## src/rtl/bp_be_issue_buffer.sv

```systemverilog
`default_nettype none
// ============================================================================
// Module   : bp_be_issue_buffer
// Brief    : Replayable issue queue with write/read/checkpoint pointers.
//            Entries are issued at rptr, retired at cptr, and replayed by
//            rewinding rptr to the checkpoint.
// Revision : 1.0 - initial release
// ============================================================================
module bp_be_issue_buffer #(
    parameter int unsigned els_p        = 8,
    parameter int unsigned data_width_p = 128
) (
    input  logic                          clk_i,
    input  logic                          reset_i,
    input  logic [data_width_p-1:0]       data_i,
    input  logic                          v_i,
    output logic                          ready_and_o,
    output logic [data_width_p-1:0]       data_o,
    output logic                          v_o,
    input  logic                          yumi_i,
    input  logic                          cmt_i,
    input  logic                          roll_i,
    input  logic                          clr_i,
    output logic [$clog2(els_p+1)-1:0]    count_o
);

    localparam int unsigned c_IDX_W = $clog2(els_p);
    localparam int unsigned c_PTR_W = c_IDX_W + 1;
    localparam int unsigned c_CNT_W = $clog2(els_p + 1);
    localparam logic [c_PTR_W-1:0] c_PTR_ONE  = {{(c_PTR_W-1){1'b0}}, 1'b1};
    localparam logic [c_PTR_W-1:0] c_PTR_ZERO = '0;

    logic [data_width_p-1:0] r_mem [els_p];

    logic [c_PTR_W-1:0] r_wptr;
    logic [c_PTR_W-1:0] r_rptr;
    logic [c_PTR_W-1:0] r_cptr;

    logic [c_PTR_W-1:0] w_wptr_nxt;
    logic [c_PTR_W-1:0] w_rptr_nxt;
    logic [c_PTR_W-1:0] w_cptr_nxt;
    logic [c_PTR_W-1:0] w_used;
    logic [c_IDX_W-1:0] w_widx;
    logic [c_IDX_W-1:0] w_ridx;
    logic               w_full;
    logic               w_enq;
    logic               w_deq;
    logic               w_drop;

    assign w_widx = r_wptr[c_IDX_W-1:0];
    assign w_ridx = r_rptr[c_IDX_W-1:0];

    // Full when the write pointer has lapped the checkpoint by exactly one wrap.
    assign w_full = (r_wptr[c_IDX_W-1:0] == r_cptr[c_IDX_W-1:0])
                 && (r_wptr[c_IDX_W]     != r_cptr[c_IDX_W]);

    assign ready_and_o = ~w_full;
    assign v_o         = (r_rptr != r_wptr) & ~roll_i & ~clr_i;
    assign data_o      = r_mem[w_ridx];
    assign w_used      = r_wptr - r_cptr;
    assign count_o     = c_CNT_W'(w_used);

    assign w_enq  = v_i & ~w_full & ~clr_i;
    assign w_deq  = yumi_i & v_o;
    assign w_drop = v_i & w_full & ~clr_i;

    always_comb begin
        w_wptr_nxt = r_wptr;
        w_rptr_nxt = r_rptr;
        w_cptr_nxt = r_cptr;
        if (clr_i) begin
            w_wptr_nxt = c_PTR_ZERO;
            w_rptr_nxt = c_PTR_ZERO;
            w_cptr_nxt = c_PTR_ZERO;
        end else begin
            if (w_enq) begin
                w_wptr_nxt = r_wptr + c_PTR_ONE;
            end
            if (cmt_i) begin
                w_cptr_nxt = r_cptr + c_PTR_ONE;
            end
            // Replay lands on the checkpoint as it will be after this cycle's commit.
            if (roll_i) begin
                w_rptr_nxt = w_cptr_nxt;
            end else if (w_deq) begin
                w_rptr_nxt = r_rptr + c_PTR_ONE;
            end
        end
    end

    always_ff @(posedge clk_i) begin
        if (reset_i) begin
            r_wptr <= c_PTR_ZERO;
            r_rptr <= c_PTR_ZERO;
            r_cptr <= c_PTR_ZERO;
        end else begin
            r_wptr <= w_wptr_nxt;
            r_rptr <= w_rptr_nxt;
            r_cptr <= w_cptr_nxt;
        end
    end

    always_ff @(posedge clk_i) begin
        if (w_enq && !reset_i) begin
            r_mem[w_widx] <= data_i;
        end
    end

`ifndef SYNTHESIS
    always_ff @(posedge clk_i) begin
        if (!reset_i) begin
            a_yumi_valid : assert (!(yumi_i && !v_o && !roll_i && !clr_i))
                else $error("bp_be_issue_buffer: yumi_i without v_o");
            a_cmt_issued : assert (!(cmt_i && !clr_i && (r_cptr == r_rptr)))
                else $error("bp_be_issue_buffer: cmt_i with nothing issued");
        end
    end

    // Enqueue attempts while full are silently dropped; track them as coverage.
    c_enq_dropped : cover property (@(posedge clk_i) disable iff (reset_i) w_drop);
`endif

endmodule
`default_nettype wire
```

## config.mk

```make
export PLATFORM = sky130hd
export DESIGN_NAME = bp_be_issue_buffer
export DESIGN_NICKNAME = d
export VERILOG_FILES = /design/src/rtl/bp_be_issue_buffer.sv
export SDC_FILE = /design/constraint.sdc
export NUM_CORES = 1
export LEC_CHECK = 0
export CAP_MARGIN = 30
export CORE_ASPECT_RATIO = 0.9
export CORE_MARGIN = 5
export CORE_UTILIZATION = 50
export CTS_BUF_LIST = sky130_fd_sc_hd__clkbuf_16
export DETAILED_ROUTE_END_ITERATION = 8
export HOLD_SLACK_MARGIN = 0.1
export PLACE_DENSITY = 0.72
export REMOVE_ABC_BUFFERS = 1
export SYNTH_ARGS = -nofsm -noshare
export SYNTH_HDL_FRONTEND = slang
export SYNTH_SLANG_ARGS = --single-unit
```

## constraint.sdc

```tcl
create_clock -name clk_i -period 14.86 [get_ports clk_i]
set_input_delay 4.458 -clock clk_i [delete_from_list [all_inputs] [get_ports clk_i]]
set_output_delay 4.458 -clock clk_i [all_outputs]
set_load 0.01 [all_outputs]
```

# After elaboration in Yosys (flattened, before gate mapping)
# Memory sizes are Yosys's and may differ from the RTL's. A register that Yosys moved wholly into a read port is not among the register bits.
# Cells that the tools add are included.
# word_totals
n_memories	1
output_inout_bits	134
inputBits	135
ramBits	1024
regBits	12
word_cells	31
# memory_table
name	words	word_bits	read_ports	rd_ports_with_merged_regs	write_ports	line_no	text
r_mem	8	128	1	1	1	33	logic [data_width_p-1:0] r_mem [els_p];
# op_classes
mux	7
n_eq_ne	3
add_sub_neg	4
n_bitwise	8
reduce_logical	5
# ops
op	count
$add A4 B1 Y4 const B	3
$mux W4	3
$mux W3	2
$and A1 B1 Y1	5
$ne A4 B4 Y1	1
$sub A4 B4 Y4	1
$eq A3 B3 Y1	1
$not A1 Y1	3
$logic_and A1 B1 Y1	2
$mux W1	2
$reduce_bool A2 Y1	1
$reduce_or A2 Y1	1
$logic_not A1 Y1	1
$ne A1 B1 Y1	1

# Longest topological paths before layout
# logic_depth
ltp_word	8
depth_mapped	6
ltp_nobuf	6

# Least setup slack after synthesis
# OpenSTA, ideal clock, no wires.
# synth_timing
path_type	in2reg
from	in clr_i
to	mem r_mem[1][0] (enable)
path_stages	4
setup_slack_ns	0.255
required_time_ns	14.087
n_path_buf	1
setup_time_ns	0.773
arrival_ns	13.832
path_cell_list	or2_1 clkbuf_1 or3_1 nor3_1
# synth_via
elab_chain_len	5
# synth_rtl
item	line_no	text
from (decl)	23	input logic clr_i,
$not A1 Y1	--	
$and A1 B1 Y1	63	assign w_enq = v_i & ~w_full & ~clr_i;
$logic_and A1 B1 Y1	104	if (w_enq && !reset_i) begin
$mux W1	104	
$mux W1 (implied by the code)	105	r_mem[w_widx] <= data_i;
to (decl)	33	
# No other way between the ends.

# Worst setup path in the final report
# layout_timing
from	in roll_i
to	out v_o
# layout_via
elab_chain_len	3
# layout_rtl
item	line_no	text
from (decl)	22	input logic roll_i,
$not A1 Y1	58	assign v_o = (r_rptr != r_wptr) & ~roll_i & ~clr_i;
$and A1 B1 Y1 (2 in a row)	58	
to (decl)	19	output logic v_o,
# No other way between the ends.

==> impl_metrics.json <==
{
  "ys_ff_latch": 1039,
  "num_rows": 97,
  "syn_area_per_cell_um2": 24.8,
  "die_w_um": 305,
  "clock-sinks": 1039,
  "outcome": "finished clean",
  "hp-class": "reg2reg",
  "ant_nets": 0,
  "netlist_area_um2": 39200,
  "hold_violations": 0,
  "rsz0062_at_grt": "false",
  "crit_fanout": 13,
  "seq_area_frac_synth_pct": 79.1,
  "antenna_found_initial": 14,
  "num-fill-cells": 5293,
  "syn2layout_area_growth_pct": 18.2,
  "postCtsSetupRepairBufs": 0,
  "start_util_pct": 50.4,
  "firstDrtPassIters": 4,
  "yosysTopAreaCell": "edfxtp_1",
  "critPathRequiredTime_ps": 10400,
  "io_pins": 269,
  "cap_violations": 0,
  "die_h_um": 276,
  "drive_gt1_share_pct": 28.2,
  "crit_type": "in2out",
  "worstPathArrival_ps": 6030,
  "cts-root-buf": "clkbuf_16",
  "final.setup_skew_ps": 18.0,
  "synth.top_cell.area_share_pct": 78.3,
  "synth_cell_type_count": 41,
  "grt_use_met3_pct": 5.03,
  "period_share_pct": 70.6,
  "placed_cell_area_um2": 43200,
  "first_iter_violations": 1396,
  "grt_util_met1_pct": 25.8,
  "crit_path_end_kind": "output pin",
  "cts_tree": "done",
  "grt_pass1_wl_um": 117000,
  "path_clk_slew_ps": 60,
  "fmax_mhz": 95.3,
  "nNetsFinal": 2048,
  "io_buffer_count": 268,
  "wl_um": 77100,
  "fin_ws_ps": 4370,
  "h-tree-depth": 3,
  "dp_hpwl_um": 39300,
  "clock_insertion_delay_worst_skew_ps": 640,
  "synth_area_leaders": "edfxtp_1, mux4_2, mux2_2, dfxtp_1, buf_4",
  "gp_congestion": 0.733,
  "routedWlPerCell_um": 25.4,
  "postSynthCellCount": 1583,
  "p_leak_uw": 0.0143,
  "fin_crit_ps": 10490,
  "grt_pass1_vias": 18700,
  "viasPerCell": 5.72,
  "worst_slew_pin_slew_ps": 1150,
  "gr-usage-met2_pct": 29.8,
  "coreArea_um2": 77800,
  "maxSlewViolCount": 0,
  "slew_headroom_pct": 23.6,
  "post-place-ws_ps": 4320,
  "post_cts_resized": 0,
  "cellPowerDensity_nw_per_um2": 127,
  "grt_max_degree": 129,
  "yosysWarningCount": 0,
  "cts-hold-fix-buffers": 0,
  "finalSetupViolations": 0,
  "numCtsBuffers": 102,
  "num_vias": 17300,
  "cp-start-kind": "primary input",
  "ir_drop_mv": 0.0989,
  "track_usage_pct": 18.4,
  "fp.dieArea_um2": 84200,
  "gr-total-overflow": 0,
  "busiest_layer": "met2",
  "drc": 0,
  "fin_area_um2": 46400,
  "clock_path_buffers": 3
}
[worst max-delay path: stages]
cell,delay (ps)
clkdlybuf4s50_1,620
nor3_1,340
clkdlybuf4s50_1,600
[Yosys cell counts (all sizes together)]
| cell | instances |
|---|---|
| or4b | 1 |
| mux2i | 3 |
| nor3b | 1 |
| nand3 | 3 |
| and3 | 1 |
| mux2 | 129 |
| nor3 | 4 |
| o21ai | 1 |
| o31a | 1 |
| clkbuf | 26 |
| xnor2 | 5 |
| fa | 1 |
| nor4b | 1 |
| o21a | 4 |
| nor2b | 1 |
| nand4 | 2 |
| edfxtp | 1024 |
| xor2 | 9 |
| or3b | 1 |
| nor4 | 1 |
| a41oi | 1 |
| nand2b | 2 |
| ha | 6 |
| or2 | 2 |
| or3 | 2 |
| dfxtp | 15 |
| buf | 50 |
| a21oi | 4 |
| o41a | 1 |
| inv | 6 |
| a21o | 1 |
| nand2 | 2 |
| o211ai | 2 |
| mux4 | 256 |
| nor2 | 14 |
[sequential cells by signal, indices dropped and copies added (netlist names), named ones only]
signal / cells
r_wptr: 4
r_cptr: 4
r_rptr: 4
r_mem: 1024
[final cells by class]
class | instances | area [µm²] | share of cell area [%]
Sequential cell | 1039 | 31100 | 67.0
Antenna cell | 6 | 15.0 | 0.0324
Multi-Input combinational cell | 462 | 7840 | 16.9
Inverter | 6 | 22.5 | 0.0485
Timing Repair Buffer | 295 | 3040 | 6.55
Tap cell | 1039 | 1300 | 2.80
Clock inverter | 80 | 513 | 1.11
Clock buffer | 104 | 2600 | 5.61
[per-layer routing]
metal,wire length (µm),vias to the layer above
met5,107,-
met4,1240,16
met3,5420,101
met2,37700,518
met1,32600,9251
li1,-,7439
[worst paths after layout]
check | from | to | slack [ps] | cells after the start
max | roll_i | v_o | 4370 | 3
min reg2reg | r_cptr[3] | r_cptr[3] | 590 | 2
max reg2reg | r_wptr[1] | r_mem[1][50] | 11010 | 7
min | r_cptr[3] | r_cptr[3] | 590 | 2
[kinds of logic after synthesis]
| kind of cell | after synthesis | share of synthesized area [%] |
|---|---|---|
| compound gates | 15 | 0.271 |
| simple gates | 38 | 0.507 |
| flops | 1039 | 79.1 |
| buf+inv | 82 | 1.06 |
| xor+xnor | 14 | 0.332 |
| fa+ha+maj | 7 | 0.242 |
| mux | 388 | 18.5 |
[metrics by stage]
step / utilization (%) / TNS (ps) / instances / hold WS [ps] / total power (µW)
3_3_place_gp: 55.5 / 0 / 2837 / 579 / 3580
4_1_cts: 59.5 / 0 / 3023 / 596 / 5950
3_5_place_dp: 55.5 / 0 / 2839 / 577 / 3590
6_report: 59.6 / 0 / 3031 / 592 / 5890
5_1_grt: 59.6 / 0 / 3025 / 628 / 6120
2_1_floorplan: - / -131350 / 1507 / 530 / 3490
[placed cells by master (no fill, tap or decap), drive strengths merged, types with 3 or more instances in the layout]
master         netlist  routed
edfxtp            1024    1024
o21a                 4       4
mux2i                3       3
clkinv               0      40
clkbuf              26     104
xor2                 9       9
dfxtp               15      15
diode                0       6
nor3                 4       4
mux4               256     256
clkdlybuf4s50        0     268
a21oi                4       4
ha                   6       6
mux2               129     129
xnor2                5       5
buf                 50      27
bufinv               0       4
nand3                3       3
nor2                14      14
inv                  6      40
[report_power, final]
group	internal, µW	switching (µW)
logic	154	128
registers	3230	7.00
clock network	1340	1030
total	4720	1160
No activity file was read; power rests on OpenSTA's default activity.
